[config.mk]
export PLATFORM = sky130hd
export DESIGN_NAME = rx_flat
export DESIGN_NICKNAME = d
export VERILOG_FILES = /design/src/rtl/rx_if.sv /design/src/rtl/rx.sv /design/src/flat_wrapper.sv
export SDC_FILE = /design/constraint.sdc
export NUM_CORES = 1
export LEC_CHECK = 0
export BUFFER_PORTS_ARGS = -buffer_cell sky130_fd_sc_hd__buf_4
export CORE_ASPECT_RATIO = 1.1
export CORE_MARGIN = 2
export CORE_UTILIZATION = 30
export CTS_BUF_LIST = sky130_fd_sc_hd__clkbuf_4 sky130_fd_sc_hd__clkbuf_8 sky130_fd_sc_hd__clkbuf_16
export DETAILED_ROUTE_END_ITERATION = 10
export PLACE_DENSITY = 0.57
export SLEW_MARGIN = 10
export SYNTH_ARGS = -nofsm -noshare
export SYNTH_HDL_FRONTEND = slang
export SYNTH_SLANG_ARGS = --single-unit
[constraint.sdc]
create_clock -name i_clk -period 2.2 [get_ports i_clk]
set_input_delay 0.44 -clock i_clk [delete_from_list [all_inputs] [get_ports i_clk]]
set_output_delay 0.44 -clock i_clk [all_outputs]
set_load 0.005 [all_outputs]
[src/rtl/rx_if.sv]
// Serial-receive bus: line, oversample clock and read handshake bundled for the rx block.
// master = upstream/consumer side, slave = the receiver itself.
interface rx_if #(
    parameter int WIDTH_DATA = 8
);
    logic                  clk_rx;
    logic                  i_rx;
    logic                  i_re;
    logic [WIDTH_DATA-1:0] o_data;
    logic                  o_rdy;
    logic                  o_ferr;
    logic                  o_ovr;

    modport master (
        output clk_rx, i_rx, i_re,
        input  o_data, o_rdy, o_ferr, o_ovr
    );

    modport slave (
        input  clk_rx, i_rx, i_re,
        output o_data, o_rdy, o_ferr, o_ovr
    );
endinterface

[src/rtl/rx.sv]
// UART receiver: oversampled start validation, LSB-first data, NB_STOP stop checks, ready/read handshake.
// Optional RX_MAJORITY_EN: each sample is the 2-of-3 majority of the last three ticks.
module rx #(
    parameter int WIDTH_DATA = 8,
    parameter int NB_STOP    = 2,
    parameter int OVERSAMPLE = 16
) (
    input logic i_clk,
    input logic i_rst,
    rx_if.slave bus
);
    localparam int CW   = $clog2(OVERSAMPLE);
    localparam int BMAX = (WIDTH_DATA > NB_STOP) ? WIDTH_DATA : NB_STOP;
    localparam int BW   = (BMAX > 1) ? $clog2(BMAX) : 1;

    localparam logic [CW-1:0] CNT_HALF = CW'(OVERSAMPLE / 2 - 1);
    localparam logic [CW-1:0] CNT_LAST = CW'(OVERSAMPLE - 1);
    localparam logic [BW-1:0] BIT_DATA = BW'(WIDTH_DATA - 1);
    localparam logic [BW-1:0] BIT_STOP = BW'(NB_STOP - 1);

    localparam logic [1:0] S_IDLE  = 2'd0;
    localparam logic [1:0] S_START = 2'd1;
    localparam logic [1:0] S_DATA  = 2'd2;
    localparam logic [1:0] S_STOP  = 2'd3;

    // input conditioning
    logic rx_meta_q, rx_sync_q;
    logic ck_meta_q, ck_sync_q;
    logic rxs, tick, sample;

    always_ff @(posedge i_clk or posedge i_rst) begin
        if (i_rst) begin
            rx_meta_q <= 1'b1;
            rx_sync_q <= 1'b1;
            ck_meta_q <= 1'b0;
            ck_sync_q <= 1'b0;
        end else begin
            rx_meta_q <= bus.i_rx;
            rx_sync_q <= rx_meta_q;
            ck_meta_q <= bus.clk_rx;
            ck_sync_q <= ck_meta_q;
        end
    end

    assign rxs  = rx_sync_q;
    assign tick = ck_meta_q & ~ck_sync_q;

`ifdef RX_MAJORITY_EN
    // window = two previous tick values plus the current one
    logic [2:0] hist_q, hist_d;
    logic [2:0] win;

    assign win    = {hist_q[1:0], rxs};
    assign sample = (win[0] & win[1]) | (win[0] & win[2]) | (win[1] & win[2]);

    always_comb begin
        hist_d = hist_q;
        if (tick) hist_d = win;
    end

    always_ff @(posedge i_clk or posedge i_rst) begin
        if (i_rst) hist_q <= 3'b111;
        else       hist_q <= hist_d;
    end
`else
    assign sample = rxs;
`endif

    // frame FSM
    logic [1:0]            state_q, state_d;
    logic [CW-1:0]         cnt_q, cnt_d;
    logic [BW-1:0]         bitcnt_q, bitcnt_d;
    logic [WIDTH_DATA-1:0] sipo_q, sipo_d;
    logic                  ferr_q, ferr_d;
    logic                  armed_q, armed_d;
    logic                  commit_q, commit_d;

    always_comb begin
        state_d  = state_q;
        cnt_d    = cnt_q;
        bitcnt_d = bitcnt_q;
        sipo_d   = sipo_q;
        ferr_d   = ferr_q;
        armed_d  = armed_q;
        commit_d = 1'b0;
        if (tick) begin
            if (rxs) armed_d = 1'b1;
            case (state_q)
                S_IDLE: begin
                    if (!rxs && armed_q) begin
                        state_d = S_START;
                        cnt_d   = '0;
                    end
                end
                S_START: begin
                    if (cnt_q == CNT_HALF) begin
                        if (sample) begin
                            state_d = S_IDLE;
                        end else begin
                            state_d  = S_DATA;
                            cnt_d    = '0;
                            bitcnt_d = '0;
                            ferr_d   = 1'b0;
                        end
                    end else begin
                        cnt_d = cnt_q + CW'(1);
                    end
                end
                S_DATA: begin
                    if (cnt_q == CNT_LAST) begin
                        sipo_d = {sample, sipo_q[WIDTH_DATA-1:1]};
                        cnt_d  = '0;
                        if (bitcnt_q == BIT_DATA) begin
                            state_d  = S_STOP;
                            bitcnt_d = '0;
                        end else begin
                            bitcnt_d = bitcnt_q + BW'(1);
                        end
                    end else begin
                        cnt_d = cnt_q + CW'(1);
                    end
                end
                default: begin
                    if (cnt_q == CNT_LAST) begin
                        cnt_d  = '0;
                        ferr_d = ferr_q | ~sample;
                        if (bitcnt_q == BIT_STOP) begin
                            // commit at mid-bit; a bad frame disarms until the line is seen high
                            state_d  = S_IDLE;
                            commit_d = 1'b1;
                            armed_d  = ~(ferr_q | ~sample);
                        end else begin
                            bitcnt_d = bitcnt_q + BW'(1);
                        end
                    end else begin
                        cnt_d = cnt_q + CW'(1);
                    end
                end
            endcase
        end
    end

    always_ff @(posedge i_clk or posedge i_rst) begin
        if (i_rst) begin
            state_q  <= S_IDLE;
            cnt_q    <= '0;
            bitcnt_q <= '0;
            sipo_q   <= '0;
            ferr_q   <= 1'b0;
            armed_q  <= 1'b1;
            commit_q <= 1'b0;
        end else begin
            state_q  <= state_d;
            cnt_q    <= cnt_d;
            bitcnt_q <= bitcnt_d;
            sipo_q   <= sipo_d;
            ferr_q   <= ferr_d;
            armed_q  <= armed_d;
            commit_q <= commit_d;
        end
    end

    // output holding register and read handshake
    logic [WIDTH_DATA-1:0] data_q, data_d;
    logic                  rdy_q, rdy_d;
    logic                  oferr_q, oferr_d;
    logic                  ovr_q, ovr_d;
    logic                  rd;

    assign rd = bus.i_re & rdy_q;

    always_comb begin
        data_d  = data_q;
        rdy_d   = rdy_q;
        oferr_d = oferr_q;
        ovr_d   = ovr_q;
        if (commit_q) begin
            if (!rdy_q || bus.i_re) begin
                data_d  = sipo_q;
                oferr_d = ferr_q;
                rdy_d   = 1'b1;
                if (rd) ovr_d = 1'b0;
            end else begin
                ovr_d = 1'b1;
            end
        end else if (rd) begin
            rdy_d   = 1'b0;
            oferr_d = 1'b0;
            ovr_d   = 1'b0;
        end
    end

    always_ff @(posedge i_clk or posedge i_rst) begin
        if (i_rst) begin
            data_q  <= '0;
            rdy_q   <= 1'b0;
            oferr_q <= 1'b0;
            ovr_q   <= 1'b0;
        end else begin
            data_q  <= data_d;
            rdy_q   <= rdy_d;
            oferr_q <= oferr_d;
            ovr_q   <= ovr_d;
        end
    end

    assign bus.o_data = data_q;
    assign bus.o_rdy  = rdy_q;
    assign bus.o_ferr = oferr_q;
    assign bus.o_ovr  = ovr_q;
endmodule

[src/flat_wrapper.sv]
// flat-port wrapper written by rule: the top's interface ports become plain ports
module rx_flat 
#(
    parameter int WIDTH_DATA = 8,
    parameter int NB_STOP    = 2,
    parameter int OVERSAMPLE = 16
)
  (i_clk, i_rst, bus_clk_rx, bus_i_rx, bus_i_re, bus_o_data, bus_o_rdy, bus_o_ferr, bus_o_ovr);
  rx_if #(.WIDTH_DATA(WIDTH_DATA)) bus_i ();
  input logic i_clk;
  input logic i_rst;
  input wire logic [$bits(bus_i.clk_rx)-1:0] bus_clk_rx;
  input wire logic [$bits(bus_i.i_rx)-1:0] bus_i_rx;
  input wire logic [$bits(bus_i.i_re)-1:0] bus_i_re;
  output wire logic [$bits(bus_i.o_data)-1:0] bus_o_data;
  output wire logic [$bits(bus_i.o_rdy)-1:0] bus_o_rdy;
  output wire logic [$bits(bus_i.o_ferr)-1:0] bus_o_ferr;
  output wire logic [$bits(bus_i.o_ovr)-1:0] bus_o_ovr;
  assign bus_i.clk_rx = bus_clk_rx;
  assign bus_i.i_rx = bus_i_rx;
  assign bus_i.i_re = bus_i_re;
  assign bus_o_data = bus_i.o_data;
  assign bus_o_rdy = bus_i.o_rdy;
  assign bus_o_ferr = bus_i.o_ferr;
  assign bus_o_ovr = bus_i.o_ovr;
  rx #(.WIDTH_DATA(WIDTH_DATA), .NB_STOP(NB_STOP), .OVERSAMPLE(OVERSAMPLE)) u_core (.i_clk(i_clk), .i_rst(i_rst), .bus(bus_i));
endmodule
Word level (Yosys, flattened, before mapping)

Cells that the tools add are included.

Bits in registers: 35
Input bits: 5
Output and inout port bits: 11
Word-level logic and storage cells: 97

Add/sub/neg operators: 2
Equality and inequality tests: 14
Mux-type cells: 40
Bitwise logic cells: 8
Reduce and logical (&&, ||, !) cells: 18

Operators with widths:

| cell                  | number |
|---|---|
| $mux W1               | 19 |
| $mux W3               | 6 |
| $mux W4               | 4 |
| $mux W2               | 7 |
| $reduce_and A7 Y1     | 2 |
| $pmux W3 S3           | 1 |
| $ne A2 B1 Y1 const B  | 4 |
| $pmux W4 S2           | 1 |
| $ne A3 B3 Y1 const B  | 2 |
| $pmux W2 S3           | 1 |
| $reduce_and A3 Y1     | 2 |
| $not A1 Y1            | 5 |
| $reduce_and A5 Y1     | 1 |
| $add A4 B1 Y4 const B | 1 |
| $eq A4 B3 Y1 const B  | 1 |
| $eq A4 B4 Y1 const B  | 1 |
| $ne A2 B2 Y1 const B  | 2 |
| $reduce_and A2 Y1     | 2 |
| $reduce_bool A2 Y1    | 2 |
| $reduce_bool A4 Y1    | 1 |
| $add A3 B1 Y3 const B | 1 |
| $eq A3 B1 Y1 const B  | 1 |
| $eq A3 B3 Y1 const B  | 1 |
| $reduce_bool A3 Y1    | 1 |
| 11 further kinds      | 13 |

Depth between registers and ports, before layout

Word-level depth: 6
Gate-level depth with buffers: 6
Gate-level depth less buffers: 6

Worst setup path before layout

No wires, ideal clock.

Path kind: register -> register
Start point: register u_core.state_q[0]
End point: register u_core.cnt_q[3]
Setup time: 124 ps
Arrival time: 1623 ps
Data required time: 2076 ps
Slack: 453 ps
Cell stages (with the launch flop): 7
Buffers on the path: 0
Clock period less this slack: 1747 ps
Path through: dfrtp_1 inv_1 ha_1 or2_4 a31oi_2 nor4_1 a211o_1

Word-level cells in the longest chain between the ends: 3
Elaborated cells between the ends (all ways): 6
Classes of those cells: eq/ne (3); mux (1); reduce/logical (2)

RTL lines:

| element                                                | line      | source |
|---|---|---|
| from (decl)                                            | rx.sv:70  | `logic [1:0] state_q, state_d;` |
| from (signal assigned)                                 | rx.sv:153 | `state_q <= state_d;` |
| $eq A2 B1 Y1 or $logic_not A2 Y1 (tied branches)       | rx.sv:88  | `case (state_q)` |
| $ne A3 B3 Y1 (no line) or $ne A2 B1 Y1 (tied branches) | n/a       |  |
| $reduce_and A3 Y1 (no line)                            | n/a       |  |
| to (signal assigned)                                   | rx.sv:154 | `cnt_q <= cnt_d;` |
| to (decl)                                              | rx.sv:71  | `logic [CW-1:0] cnt_q, cnt_d;` |

Parallel ways exist; a longest one is shown, timed or not.
A chain may end at the register's enable or synchronous reset.

Final worst setup path

Same ends and word-level chain as after synthesis.

==> impl_metrics.toml <==
[status]
outcome = "finished, final reports clean"

[pwr]
vdd_ir_drop_max_v = 0.000430
p_int_uw = 1140
switching_share_pct = 33.6
p_sw_uw = 575
power.density_nw_per_um2 = 839
p_comb_share_pct = 29.0
finalPower_uw = 1710
p_seq_share_pct = 43.7
p_leak_uw = 0.00101
p_clk_share_pct = 27.3

[cts]
h-tree-depth = 2
clockBufferDepth = 2
path_clk_slew_ns = 0.07
cts-resized-gates = 0
holdBufCountCts = 0
cts_setup_buffers = 0
cts_tree = "done"
cts_buffers = 5
clock_sinks = 35
clockRootBuffer = "clkbuf_8"
clock_latency_ns = 0.29

[finish]
fin_nets = 175
final_cell_mix = "dfrtp_1 (32), mux2_2 (19), buf_4 (16)"
post-route-util_pct = 35.9
stdcell_area_um2 = 2040
syn_to_final_growth_pct = 16.8
final_common_cell = "dfrtp_1"
antenna-diode-count = 0
drive_above_1_share_pct = 36.0

[timing]
fmax_mhz = 523
setup_slack_ns = 0.287
fin_crit_sh_pct = 86.9
rsz0062_at_grt = "false"
tns_ns = 0
final_hold_viol_count = 0
slew_headroom_pct = 70.1
tightest_slew_ns = 0.448
setup_violations = 0
finalMaxSlewViolations = 0
fin_crit_ns = 1.91
worst_clock_skew_ns = 0.00472

[place]
hpwlAfterDp_um = 2240
place_congestion = 0.818
place_ws_ns = 0.294
io_buffers = 15
placed_cell_area_um2 = 1960

[floorplan]
die_h_um = 84.1
core-area_um2 = 5700
std_cell_rows = 29
die_width_um = 76.8
fp.dieArea_um2 = 6460
initial_core_util_pct = 30.7
boundaryPins = 16

[yosys]
syn_area_um2 = 1750
netlist.top_cell.by_area = "dfrtp_1"
synth.ff_latch_count = 35
yosysSeqAreaShare_pct = 50.3
synth.net_count = 153
synth_cells = 138
yosysUniqueCellTypes = 42
avgSynthCellArea_um2 = 12.7
yosysWarningCount = 0
async_reset_ff_share_pct = 100
yosysTopAreaCellShare_pct = 45.7
synth.area.top_cells = "dfrtp_1 (46%), mux2_2 (12%), ha_1 (7.1%), dfstp_2 (4.5%), nand2b_1 (2.1%)"
synth_ff_type = "dfrtp_1"
synth_edf_count = 0

[grt]
gr-total-overflow = 0
grt_pass1_vias = 1199
grt_use_total_pct = 10.5
antenna_found_initial = 0
grt_start_max_net_pins = 36
grt_pass1_wl_um = 5380

[drt]
drt_iter0_drc = 35
postRouteAntennaNets = 0
num_vias = 1106
wl_um = 3070
drc = 0
wire_per_inst_um = 12.9
viasPerCell = 4.65
firstDrtPassIters = 4

[setup_path]
start_kind = "register"
cp-end-kind = "register"
crit_arrival_ns = 2.09
crit_fanout = 6
cp.required_ns = 2.37
critPathLaunch = "u_core.state_q[0]$_DFFE_PP0P_"
rr_startpoint = "u_core.state_q[0]$_DFFE_PP0P_"
crit_type = "register to register"

[run]
cap_violations = 0

[worst_hold_path]
hold_class = "input port to async pin"
==> critical path, cell delays in order (launching register included) <==
cell and delay, ns:
dfrtp_1 0.45, inv_1 0.11, ha_1 0.32, or2_4 0.31
a31oi_2 0.25, nor4_1 0.08, a211o_1 0.28
==> synthesized netlist by cell type (all sizes together) (2+ instances only) <==
cell type  count
nor2b          3
o21ai          4
a21o           2
inv            8
nand3          3
a21oi          3
dfrtp         32
a21boi         2
dfstp          3
nor3           4
nand2          8
nand2b         6
ha            10
nor2           6
mux2i          3
mux2          19
==> registers in the layout, summed over array words and instances, names as in the netlist, 2 cells and up <==
register	count
u_core.sipo_q	8
u_core.bus.o_data	8
u_core.cnt_q	4
u_core.bitcnt_q	3
u_core.state_q	2
==> cells by family (layout without fill, tap and decap cells) <==
logic type,after synthesis,count (layout),share of synthesized area [%]
compound gates,23,23,12.3
xor+xnor,1,1,0.500
fa+ha+maj,10,10,7.15
buf+inv,9,32,2.36
flops,35,35,50.3
mux,22,22,13.9
simple gates,38,38,13.5
==> through the flow <==
step	std cells	hold WS [ns]
3_5_place_dp	230	0.347
2_1_floorplan	138	0.345
5_1_grt	238	0.249
4_1_cts	238	0.250
3_3_place_gp	230	0.351
6_report	238	0.245
==> power by group through the flow <==
stage	Sequential, µW	Combinational, µW	Clock [µW]
after floorplan	739	429	0
after global routing	758	565	515
after global placement	756	478	0
final	749	497	469
after CTS	749	506	486
after detailed placement	762	503	0
==> metal layers <==
layer,vias to the layer above,global-route usage [%],share of wire [%]
li1,531,-,-
met1,556,12.4,43
met2,14,17.5,52
met3,5,2.38,3.1
met4,0,5.95,1.5
met5,-,0,0
==> path summary, 6_finish.rpt <==
kind	end	slack [ns]	depth (start not counted)
max in group asynchronous	u_core.rx_meta_q$_DFF_PP1_	1.61	3
min in group i_clk	u_core.rx_meta_q$_DFF_PP1_	0.26	1
worst min register to register	u_core.rx_sync_q$_DFF_PP1_	0.35	0
worst min-delay path	u_core.bitcnt_q[0]$_DFFE_PP0P_	0.25	3
worst max-delay path	u_core.cnt_q[3]$_DFFE_PP0P_	0.29	6
worst max register to register	u_core.cnt_q[3]$_DFFE_PP0P_	0.29	6
==> cell type report <==
class | count | area, µm²
Clock buffer | 6 | 76.3
Clock inverter | 2 | 12.5
Fill cell | 561 | 3650
Inverter | 8 | 30.0
Multi-Input combinational cell | 94 | 830
Sequential cell | 35 | 880
Tap cell | 77 | 96.3
Timing Repair Buffer | 16 | 120
No activity file was read; power rests on OpenSTA's default activity.
